$ cat config.mk
export PLATFORM = sky130hd
export DESIGN_NAME = disp_scan_ctrl
export DESIGN_NICKNAME = d
export VERILOG_FILES = /design/src/rtl/disp_pkg.sv /design/src/rtl/bcd2disp.sv /design/src/rtl/disp_scan_ctrl.sv
export SDC_FILE = /design/constraint.sdc
export NUM_CORES = 1
export LEC_CHECK = 0
export BUFFER_PORTS_ARGS = -buffer_cell sky130_fd_sc_hd__buf_2
export CAP_MARGIN = 25
export CORE_UTILIZATION = 25
export DETAILED_ROUTE_END_ITERATION = 8
export PLACE_DENSITY_LB_ADDON = 0.15
export SLEW_MARGIN = 20
export SYNTH_ARGS = -nofsm -noshare
export SYNTH_HDL_FRONTEND = slang
export SYNTH_SLANG_ARGS = --single-unit
$ cat constraint.sdc
create_clock -name clk -period 2.77 [get_ports clk]
set_clock_uncertainty 0.2 [all_clocks]
set_input_delay 0.1385 -clock clk [delete_from_list [all_inputs] [get_ports clk]]
set_output_delay 0.1385 -clock clk [all_outputs]
set_load 0.01 [all_outputs]
$ cat src/rtl/disp_pkg.sv
// Shared types and segment constants for the display scan controller.
package disp_pkg;

    // Scan phase within a digit slot.
    typedef enum logic [1:0] {
        IDLE  = 2'd0,
        GUARD = 2'd1,
        DRIVE = 2'd2
    } scan_state_t;

    // Active-low segment patterns, bit order {g,f,e,d,c,b,a}.
    localparam logic [6:0] SEG_BLANK = 7'h7F;
    localparam logic [6:0] SEG_ZERO  = 7'b1000000;

endpackage : disp_pkg

$ cat src/rtl/bcd2disp.sv
// BCD to active-low 7-segment decoder; codes 10-15 render as '0'.
module bcd2disp
    import disp_pkg::*;
(
    input  logic [3:0] bcd,
    output logic [6:0] seg_c
);

    // Segment lookup, {g,f,e,d,c,b,a}, low = lit.
    always_comb begin
        seg_c = SEG_ZERO;
        case (bcd)
            4'd0:    seg_c = 7'b1000000;
            4'd1:    seg_c = 7'b1111001;
            4'd2:    seg_c = 7'b0100100;
            4'd3:    seg_c = 7'b0110000;
            4'd4:    seg_c = 7'b0011001;
            4'd5:    seg_c = 7'b0010010;
            4'd6:    seg_c = 7'b0000010;
            4'd7:    seg_c = 7'b1111000;
            4'd8:    seg_c = 7'b0000000;
            4'd9:    seg_c = 7'b0010000;
            default: seg_c = SEG_ZERO;
        endcase
    end

endmodule : bcd2disp

$ cat src/rtl/disp_scan_ctrl.sv
// Time-multiplexed common-anode 7-segment scan controller with a guard
// period per slot, double-buffered frame loading and leading-zero blanking.
module disp_scan_ctrl #(
    parameter int unsigned NUM_DIGITS = 4,
    parameter int unsigned PRESCALE   = 50000,
    parameter int unsigned GUARD_CYC  = 2
) (
    input  logic                    clk,
    input  logic                    rst_n,
    input  logic                    enable,
    input  logic [4*NUM_DIGITS-1:0] bcd_in,
    input  logic                    load_valid,
    output logic                    load_ready,
    input  logic                    lz_blank,
    output logic [NUM_DIGITS-1:0]   dig_sel_n,
    output logic [6:0]              disp_out,
    output logic                    frame_done
);

    import disp_pkg::*;

    localparam int unsigned BCD_W  = 4 * NUM_DIGITS;
    localparam int unsigned SLOT_W = (NUM_DIGITS > 1) ? $clog2(NUM_DIGITS) : 1;
    localparam int unsigned PCNT_W = (PRESCALE > 1) ? $clog2(PRESCALE) : 1;

    localparam logic [PCNT_W-1:0] PCNT_LAST  = PCNT_W'(PRESCALE - 1);
    localparam logic [PCNT_W-1:0] PCNT_GUARD = PCNT_W'(GUARD_CYC);
    localparam logic [SLOT_W-1:0] SLOT_LAST  = SLOT_W'(NUM_DIGITS - 1);

    scan_state_t            state;
    scan_state_t            state_next;
    logic [PCNT_W-1:0]      pcnt;
    logic [PCNT_W-1:0]      pcnt_next;
    logic [SLOT_W-1:0]      slot;
    logic [SLOT_W-1:0]      slot_next;

    logic [BCD_W-1:0]       active;
    logic [BCD_W-1:0]       pending;
    logic                   pend_full;

    logic                   frame_end_c;
    logic                   accept_c;
    logic [3:0]             cur_digit_c;
    logic [6:0]             dec_seg_c;
    logic [NUM_DIGITS-1:0]  blank_c;
    logic                   zero_run_c;
    logic [NUM_DIGITS-1:0]  dig_next_c;
    logic [6:0]             seg_next_c;

    // Pending buffer is free whenever it holds nothing.
    assign load_ready = !pend_full;
    assign accept_c   = load_valid && !pend_full;

    // Scan FSM state register.
    always_ff @(posedge clk or negedge rst_n) begin
        if (!rst_n) begin
            state <= IDLE;
        end else begin
            state <= state_next;
        end
    end

    // Next-state logic for the scan phase, slot counter and frame boundary.
    always_comb begin
        state_next  = state;
        pcnt_next   = pcnt;
        slot_next   = slot;
        frame_end_c = 1'b0;
        if (!enable) begin
            state_next = IDLE;
            pcnt_next  = '0;
            slot_next  = '0;
        end else begin
            case (state)
                IDLE: begin
                    pcnt_next  = '0;
                    slot_next  = '0;
                    state_next = (GUARD_CYC == 0) ? DRIVE : GUARD;
                end
                GUARD, DRIVE: begin
                    if (pcnt == PCNT_LAST) begin
                        pcnt_next = '0;
                        if (slot == SLOT_LAST) begin
                            slot_next   = '0;
                            frame_end_c = 1'b1;
                        end else begin
                            slot_next = slot + 1'b1;
                        end
                    end else begin
                        pcnt_next = pcnt + 1'b1;
                    end
                    state_next = (pcnt_next < PCNT_GUARD) ? GUARD : DRIVE;
                end
                default: begin
                    state_next = IDLE;
                    pcnt_next  = '0;
                    slot_next  = '0;
                end
            endcase
        end
    end

    // Slot cycle counter and current digit index.
    always_ff @(posedge clk or negedge rst_n) begin
        if (!rst_n) begin
            pcnt <= '0;
            slot <= '0;
        end else begin
            pcnt <= pcnt_next;
            slot <= slot_next;
        end
    end

    // Double buffer: accept into pending, promote to active at frame end.
    always_ff @(posedge clk or negedge rst_n) begin
        if (!rst_n) begin
            pending   <= '0;
            pend_full <= 1'b0;
            active    <= '0;
        end else if (frame_end_c && pend_full) begin
            active    <= pending;
            pend_full <= 1'b0;
        end else if (accept_c) begin
            pending   <= bcd_in;
            pend_full <= 1'b1;
        end
    end

    // Select the active digit for the current slot.
    always_comb begin
        cur_digit_c = '0;
        for (int i = 0; i < NUM_DIGITS; i++) begin
            if (slot == SLOT_W'(i)) begin
                cur_digit_c = active[4*i +: 4];
            end
        end
    end

    // Leading-zero mask: a digit blanks when it and all digits above are zero.
    always_comb begin
        blank_c    = '0;
        zero_run_c = lz_blank;
        for (int i = NUM_DIGITS - 1; i >= 1; i--) begin
            zero_run_c = zero_run_c && (active[4*i +: 4] == 4'd0);
            blank_c[i] = zero_run_c;
        end
    end

    bcd2disp u_bcd2disp (
        .bcd   (cur_digit_c),
        .seg_c (dec_seg_c)
    );

    // Pin values for the next cycle: one digit and its segments only in DRIVE.
    always_comb begin
        dig_next_c = '1;
        seg_next_c = SEG_BLANK;
        if (state == DRIVE) begin
            dig_next_c[slot] = 1'b0;
            seg_next_c       = blank_c[slot] ? SEG_BLANK : dec_seg_c;
        end
    end

    // Registered display pins and frame pulse.
    always_ff @(posedge clk or negedge rst_n) begin
        if (!rst_n) begin
            dig_sel_n  <= '1;
            disp_out   <= SEG_BLANK;
            frame_done <= 1'b0;
        end else begin
            dig_sel_n  <= dig_next_c;
            disp_out   <= seg_next_c;
            frame_done <= frame_end_c;
        end
    end

endmodule : disp_scan_ctrl

==> results.yml, run 1 <==
status:
  status: "completed"
critical_path:
  critPathKind: "reg2reg"
  worstPathBufferInverterCount: 0
  crit_family: "simple AND/OR/NAND/NOR gates"
  worstPathArrival_ns: 2.54
  worstSetupStartpointType: "flop"
  timing.rr.start: "pcnt[0]"
  cp-end-kind: "flop"
  r2r-end: "active[8]"
  slowest_stage: "dfrtp_1"
  r2r_cells: 7
  critical_path_required_ns: 2.78
  critPathMaxFanout: 17
  cpPeakStageDelay_ns: 0.43
  reg2reg_slack_ns: 0.24
  worstPathCellList: "ha_1 > nand3_1 > nor4_4 > nand4b_4 > nor2_4 > nand2_4 > mux2_4"
sta:
  tns_ns: 0
  setup_viol: 0
  slew_headroom_pct: 66.37
  fmax_ghz: 0.3947
  maxSlewViolCount: 0
  post-route-period-util_pct: 91.46
  fin_crit_ns: 2.533
  tightest_slew_ns: 0.5021
  finalHoldViolCount: 0
  rsz0062_at_grt: "no"
synthesis:
  synth_area_mm2: 0.003281
  synth_cell_types: 49
  synth_cells: 286
  avgSynthCellArea_um2: 11.47
  synth_top_area_share_pct: 41.19
  synth_edf_count: 0
  synth_nets: 319
  ys_top_cells_by_area: "dfrtp_1 (41%), dfstp_2 (8.8%), mux2_2 (7.9%)"
  yosysTopAreaCell: "dfrtp_1"
  ys_ff_latch: 65
  yosys_warnings: 0
  ys_seq_area_share_pct: 50.00
  async_flop_share_pct: 100.0
  synth_ff_type: "dfrtp_1"
routing:
  drc: 0
  drtPass1Iterations: 4
  wirelength_um: 6877
  drtIter0Drc: 63
  viasPerCell: 4.252
  route.vias.total: 2211
  ant_nets: 0
  wl_per_cell_um: 13.23
global_route:
  grt_max_degree: 28
  grt_remaining_overflow: 0
  antenna_found_initial: 0
  grt_usage_pct: 11.43
  grt_pass1_wl_um: 11540
  first_global_vias: 2318
placement:
  place_area_mm2: 0.003600
  numPortBuffers: 33
  gp_congestion: 0.7562
  place_hpwl_um: 5015
clocking:
  post_cts_buffers: 0
  clk_path_buf_depth: 2
  cts_buffers: 9
  cts-root-buf: "clkbuf_16"
  clk-insertion-delay-late_ns: 0.33
  clk_pin_slew_ns: 0.05
  h-tree-depth: 3
  cts_tree: "built"
  clock_sinks: 65
final_layout:
  final_common_cell: "dfrtp_1"
  diodes: 0
  synthToLayoutAreaGrowth_pct: 25.90
  stdcell_area_mm2: 0.004130
  ff_latch_area_mm2: 0.001640
  drive_above_1_share_pct: 29.89
  multiInputGateArea_mm2: 0.001478
  final_cell_mix: "dfrtp_1 (54), buf_2 (33), nor2_1 (23), mux2_2 (23), dlygate4sd3_1 (20)"
  num-fill-cells: 1377
  nNetsFinal: 377
power_and_ir_drop:
  swShare_pct: 22.02
  total_leakage_power_nw: 1.871
  p_comb_share_pct: 9.4
  p_clk_share_pct: 48.9
  power_frac_seq_pct: 41.6
  p_int_w: 0.001984
  power_density_mw_per_mm2: 616.1
  p_switching_w: 0.0005603
  ir_drop_uv: 345.8
die:
  core_area_mm2: 0.01272
  die_y_um: 116.6
  fp.dieW_um: 116.6
  start_util_pct: 25.79
  row_count: 41
  die-area_mm2: 0.01359
  io_pins: 34
run:
  maxCapViolations: 0
hold_path:
  min_path_type: "in2async"
## registers in the layout, summed over array words and instances, names as in the netlist
name,count
state,2
frame_done,1
pend_full,1
slot,2
disp_out,7
pending,16
dig_sel_n,4
active,16
pcnt,16
## area by class of cell
type / instances / area share (%)
Tap cell: 172 / 5.211
Timing Repair Buffer: 59 / 9.936
Clock buffer: 13 / 6.543
Sequential cell: 65 / 39.72
Multi-Input combinational cell: 194 / 35.78
Inverter: 15 / 1.363
Clock inverter: 2 / 1.454
## through the flow
step	std cells	hold WS [ns]	util, %	power, W	worst slack, ns
final	520	0.09035	32.46	0.002545	0.2366
after global placement	485	-0.09210	28.29	0.001303	0.2446
after CTS	520	0.09826	32.46	0.002598	0.2049
after detailed placement	485	-0.09902	28.29	0.001301	0.2098
after global routing	520	0.1371	32.46	0.002672	0.05051
after floorplan	286	-0.3571	-	0.001198	0.2847
## cell families after synthesis
group                    Yosys count  synth area share [%]
AO/OA/AOI/OAI                     36                 6.675
XOR/XNOR                          17                 4.538
adder cells (fa/ha/maj)           12                 4.577
buffers and inverters             27                 4.958
flip-flops                        65                 50.00
multiplexers                      37                 13.54
AND/OR/NAND/NOR                   92                 15.71
## routing by layer
| layer | track usage (%) | routed length [um] |
|---|---|---|
| met1 | 13.21 | 3208 |
| met2 | 19.68 | 3347 |
| met3 | 3.684 | 227 |
| met4 | 4.304 | 93 |
| met5 | 0 | 0 |
## how the worst max path moves through the flow
stage,slack [ns],endpoint,cells after the start,startpoint
4_1_cts,0.20,active[8],7,pcnt[0]
6_report,0.24,active[8],7,pcnt[0]
5_1_grt,0.05,disp_out[6],9,slot[0]
3_5_place_dp,0.21,active[11],7,pcnt[0]
3_3_place_gp,0.24,active[11],6,pcnt[4]
2_1_floorplan,0.28,active[10],8,pcnt[13]
## timing repair
action,4_1_cts,5_1_grt
hold endpoints to repair,48,0
hold buffers,20,0
gates resized for setup,0,0
## power groups by stage
stage	clock network (W)	registers (W)	logic, W
2_1_floorplan	0	0.00107	0.000126
3_3_place_gp	0	0.00107	0.000229
3_5_place_dp	0	0.00108	0.000225
4_1_cts	0.00129	0.00106	0.000247
5_1_grt	0.00133	0.00107	0.000274
6_report	0.00125	0.00106	0.000240
## cells in the mapped netlist, drive strengths merged (2+ instances only)
| cell type | number |
|---|---|
| mux2 | 32 |
| mux2i | 5 |
| nor4 | 5 |
| or3 | 2 |
| a22oi | 3 |
| nand4 | 3 |
| nor4b | 2 |
| nor3 | 5 |
| inv | 15 |
| nand2 | 19 |
| o211ai | 2 |
| ha | 12 |
| and3 | 3 |
| nor2 | 24 |
| dfrtp | 54 |
| nor2b | 4 |
| buf | 6 |
| nand2b | 2 |
| clkbuf | 6 |
| o21ai | 10 |
| xor2 | 7 |
| nand3 | 15 |
| a21oi | 13 |
| dfstp | 11 |
| xnor2 | 10 |
| and4 | 2 |
Power figures use the tool's default switching activity.
==> run 2: changes to the inputs <==
Settings changed: CAP_MARGIN 25 to 10.
Clock period 2.77 ns to 3.18 ns, I/O delays scaled along.
==> results.yml, run 2 (synthesis gave the netlist of run 1 again) <==
status:
  status: "completed"
clocking:
  cts_buffers: 9
  cts_tree: "built"
  h-tree-depth: 3
  clk_pin_slew_ns: 0.06
  clk-insertion-delay-late_ns: 0.33
  clk_path_buf_depth: 2
  post_cts_buffers: 0
  clock_sinks: 65
  cts-root-buf: "clkbuf_16"
sta:
  tightest_slew_ns: 0.6055
  hold_slack_ns: 0.09690
  tns_ns: 0
  setup_viol: 0
  finalHoldViolCount: 0
  fin_crit_ns: 2.541
  fmax_ghz: 0.3935
  rsz0062_at_grt: "no"
  slew_headroom_pct: 59.64
  maxSlewViolCount: 0
  timing.final.ws_setup_ns: 0.6388
  post-route-period-util_pct: 79.91
critical_path:
  critPathKind: "reg2reg"
  cp-end-kind: "flop"
  critPathMaxFanout: 17
  cpPeakStageDelay_ns: 0.44
  worstSetupStartpointType: "flop"
  critical_path_required_ns: 3.19
  slowest_stage: "dfrtp_1"
  crit_family: "simple AND/OR/NAND/NOR gates"
  worstPathCellList: "ha_1 > nand3_1 > nor4_4 > nand4b_4 > nor2_4 > nand2_4 > mux2_4"
  worstPathArrival_ns: 2.56
  worstPathBufferInverterCount: 0
routing:
  ant_nets: 0
  drtPass1Iterations: 4
  wirelength_um: 6811
  drc: 0
  met3_length_um: 242
  viasPerCell: 4.256
  wirelength_met1_um: 3108
  route.vias.total: 2209
  drtIter0Drc: 44
  dr_wl_met2_um: 3373
  dr.max_layer_used: "met4"
  wl_per_cell_um: 13.12
die:
  die_y_um: 116.6
  die-area_mm2: 0.01359
  row_count: 41
  fp.dieW_um: 116.6
  io_pins: 34
  core_area_mm2: 0.01272
  start_util_pct: 25.79
placement:
  numPortBuffers: 33
  pre_cts_slack_ns: 0.6291
  place_area_mm2: 0.003585
  place_hpwl_um: 4874
  gp_congestion: 0.7418
global_route:
  grt_max_degree: 49
  grt_remaining_overflow: 0
  antenna_found_initial: 0
  grt_pass1_wl_um: 11310
  grt_usage_pct: 11.32
  first_global_vias: 2248
hold_path:
  min_path_type: "in2async"
power_and_ir_drop:
  swShare_pct: 24.29
  p_clk_share_pct: 45.6
  power_frac_seq_pct: 44.3
  power_density_mw_per_mm2: 510.6
  p_switching_w: 0.0005057
  p_total_w: 0.002082
  ir_drop_uv: 226.5
  p_comb_share_pct: 10.2
  p_int_w: 0.001576
  total_leakage_power_nw: 1.847
run:
  maxCapViolations: 0
final_layout:
  diodes: 0
  final_cell_mix: "dfrtp_1 (54), buf_2 (33), nor2_1 (23), mux2_2 (23), dlygate4sd3_1 (20)"
  synthToLayoutAreaGrowth_pct: 24.29
  final_common_cell: "dfrtp_1"
  stdcell_area_mm2: 0.004078
  reg.largest.list: "active: 16 flops, pcnt: 16 flops, pending: 16 flops"
  nNetsFinal: 375
  drive_above_1_share_pct: 29.68
==> run 2: changes by cell type in the layout (fill, tap and decap cells not counted) <==
| cell | delta |
|---|---|
| buf_4 | -2 |
| bufinv_16 | -2 |
| clkbuf_16 | +1 |
| clkbuf_8 | -2 |
| clkinv_2 | +2 |
| clkinv_4 | +1 |
| inv_4 | +1 |
==> run 2: worst paths after layout <==
kind                                  from          end  slack (ns)  cells past startpoint
worst max-delay path               pcnt[0]    active[7]        0.64                      7
worst min-delay path                 rst_n  pending[13]         0.1                      2
worst max register to register     pcnt[0]    active[7]        0.64                      7
worst min register to register  pending[4]    active[4]        0.31                      1
max in group asynchronous            rst_n      pcnt[0]        1.71                      3
min in group clk                pending[4]    active[4]        0.31                      1
==> run 2: power groups by stage <==
stage,clock network (W),registers [W],logic (W)
final,0.000949,0.000922,0.000211
after global routing,0.00103,0.000930,0.000240
after CTS,0.000987,0.000923,0.000219
after detailed placement,0,0.000937,0.000201
after global placement,0,0.000936,0.000199
after floorplan,0,0.000934,0.000110
==> run 2: worst register-to-register path, cell delays in order (launching register included) <==
cell	delay, ns
dfrtp_1	0.44
ha_1	0.32
nand3_1	0.21
nor4_4	0.35
nand4b_4	0.19
nor2_4	0.17
nand2_4	0.19
mux2_4	0.35
==> run 2: layout make-up <==
type | count | area, um^2
well taps | 172 | 215.2
clock buffers | 12 | 267.8
multi-input cells | 194 | 1478
fillers | 1339 | 8645
flip-flops and latches | 65 | 1640
inverters | 15 | 56.30
clock inverters | 4 | 25.02
repair buffers | 57 | 395.4
==> run 2: routing by layer <==
layer / track usage [%] / vias up
met2: 18.82 / 29
met5: 0 / -
met1: 13.13 / 1067
met3: 4.307 / 8
met4: 4.557 / 0
li1: - / 1105
==> run 2: repair_timing <==
item                       4_1_cts  5_1_grt
hold endpoints to repair        38        0
resized for setup                0        0
setup endpoints to repair        0        0
hold buffers                    20        0
==> run 2: stage by stage <==
stage,cells,utilization [%]
after global placement,483,28.18
after detailed placement,483,28.18
after CTS,519,32.05
after global routing,519,32.05
after floorplan,286,-
final,519,32.05
==> run 3: changes to the inputs <==
Settings changed: ABC_AREA set to 1.
Clock period 3.18 ns to 2.1 ns, I/O delays scaled along.
==> results.yml, run 3 <==
routing:
  route.vias.total: 2749
  wirelength_um: 7956
  drtPass1Iterations: 4
  drc: 0
  ant_nets: 0
  viasPerCell: 4.153
  wl_per_cell_um: 12.02
  drtIter0Drc: 74
synthesis:
  yosysTopAreaCell: "dfrtp_1"
  synth_area_mm2: 0.003222
  yosys_warnings: 0
  async_flop_share_pct: 100.0
  synth_ff_type: "dfrtp_1"
  synth_nets: 410
  avgSynthCellArea_um2: 8.546
  synth_top_area_share_pct: 41.94
  ys_top_cells_by_area: "dfrtp_1 (42%), nand2_1 (13%), dfstp_2 (9.0%)"
  synth_cell_types: 33
  synthTopCellsByCount: "nand2_1 (111), dfrtp_1 (54), nor2_1 (49)"
  ys_seq_area_share_pct: 50.91
  synth_cells: 377
  yosysMostFrequentCell: "nand2_1"
  synth_edf_count: 0
  ys_ff_latch: 65
placement:
  place_hpwl_um: 5634
  pre_cts_slack_ns: -0.1180
  gp_congestion: 0.8131
  place_area_mm2: 0.003841
  placedCellCount: 611
  numPortBuffers: 33
critical_path:
  slowest_stage: "dfrtp_2"
  cp-end-kind: "flop"
  critPathKind: "reg2reg"
  worstPathBufferInverterCount: 5
  worstPathCellList: "buf_6 > ha_4 > inv_4 > buf_6 > o211ai_1 > a22oi_2 > buf_6 > ha_4 > inv_2 > nor2_2 > o21ai_1 > o211ai_1"
  critical_path_required_ns: 2.16
  cpPeakStageDelay_ns: 0.43
  cp_common_cell: "buf_6"
  worstPathArrival_ns: 2.09
  critPathMaxFanout: 4
  crit_family: "buffers and inverters"
  worstSetupStartpointType: "flop"
sta:
  post-route-period-util_pct: 96.81
  hold_slack_ns: 0.05860
  slew_headroom_pct: 66.90
  fin_crit_ns: 2.033
  maxSlewViolCount: 0
  rsz0062_at_grt: "yes"
  fmax_ghz: 0.4919
  tns_ns: 0
  timing.final.ws_setup_ns: 0.06696
  finalHoldViolCount: 0
  setup_viol: 0
  tightest_slew_ns: 0.4965
power_and_ir_drop:
  p_switching_w: 0.0006980
  ir_drop_uv: 433.8
  power_frac_seq_pct: 45.1
  p_comb_share_pct: 6.8
  power_density_mw_per_mm2: 618.1
  total_leakage_power_nw: 2.196
  p_clk_share_pct: 48.1
  p_int_w: 0.002229
  swShare_pct: 23.85
final_layout:
  final_cell_mix: "nand2_1 (93), dfrtp_1 (51), nor2_1 (42), buf_4 (42), buf_2 (33)"
  reg.largest.list: "active: 16 flops, pcnt: 16 flops, pending: 16 flops"
  drive_above_1_share_pct: 39.18
  multiInputGateArea_mm2: 0.001653
  ff_latch_area_mm2: 0.001644
  final_common_cell: "nand2_1"
  instances_no_fill: 662
  nNetsFinal: 518
  num-fill-cells: 1327
  synthToLayoutAreaGrowth_pct: 46.99
  stdcell_area_mm2: 0.004736
  diodes: 0
global_route:
  grt_max_degree: 47
  first_global_vias: 2679
  grt_usage_pct: 12.89
  grt_remaining_overflow: 0
  antenna_found_initial: 0
  grt_pass1_wl_um: 12880
die:
  fp.dieW_um: 115.5
  die-area_mm2: 0.01334
  die_y_um: 115.5
  row_count: 41
  core_area_mm2: 0.01257
  io_pins: 34
  start_util_pct: 25.63
status:
  status: "completed"
clocking:
  clk_pin_slew_ns: 0.06
  cts_tree: "built"
  clk-insertion-delay-late_ns: 0.34
  clk_path_buf_depth: 2
  h-tree-depth: 3
  cts-root-buf: "clkbuf_16"
  clock_sinks: 65
  cts_buffers: 9
hold_path:
  min_path_type: "in2async"
run:
  maxCapViolations: 0
[run 3: path summary, 6_finish.rpt]
kind,from,to,slack [ns],depth (start not counted)
max,slot[0],disp_out[6],0.07,12
min,rst_n,pcnt[11],0.06,2
max reg2reg,slot[0],disp_out[6],0.07,12
min reg2reg,pending[8],active[8],0.27,2
max in group asynchronous,rst_n,slot[0],1.01,3
min in group clk,lz_blank,disp_out[3],0.07,4
[run 3: metrics by stage]
step | utilization, % | power [W]
floorplan | - | 0.001411
global placement | 30.56 | 0.001505
detailed placement | 30.56 | 0.001509
CTS | 34.67 | 0.002977
global route | 37.68 | 0.003069
finish | 37.68 | 0.002927
[run 3: metal layers]
| layer | part of all wire [%] | GRT usage, % | wire (um) |
|---|---|---|---|
| met4 | 1.8 | 5.022 | 142 |
| met2 | 45 | 18.88 | 3606 |
| met5 | 0 | 0 | 0 |
| met1 | 49 | 17.07 | 3914 |
| met3 | 3.7 | 4.969 | 293 |
[run 3: kinds of logic (layout without fill, tap and decap cells)]
| group | after synthesis | count (layout) | share of synthesized area, % |
|---|---|---|---|
| and+or+nand+nor | 201 | 201 | 26.18 |
| DFF | 65 | 65 | 50.91 |
| buffers and inverters | 44 | 157 | 5.475 |
| AOI/OAI and AO/OA | 34 | 34 | 5.825 |
| muxes | 16 | 16 | 5.592 |
| adders and majority gates | 12 | 12 | 4.660 |
| xor gates and xnor gates | 5 | 5 | 1.359 |
[run 3: repair_timing]
action                                  in CTS  in global routing
gates resized for setup                     14                 78
hold buffers                                19                  0
cloned                                       0                  1
endpoints found under the setup margin       8                 38
pin swaps                                    4                 15
setup buffers                                2                 13
endpoints found under the hold margin       86                  0
[run 3: final cells by class]
cell class,count,share of cell area [%]
multi-input combinational,268,34.90
sequential,65,34.72
timing repair buffer,102,16.62
clock buffer,10,5.046
tap,172,4.544
inverter,39,3.250
clock inverter,6,0.9247
[run 3: power groups by stage]
stage          clock network [W]  logic (W)  registers [W]
2_1_floorplan                  0  0.0000724        0.00134
3_3_place_gp                   0   0.000167        0.00134
3_5_place_dp                   0   0.000169        0.00134
4_1_cts                  0.00146   0.000196        0.00132
5_1_grt                  0.00152   0.000226        0.00132
6_report                 0.00141   0.000199        0.00132
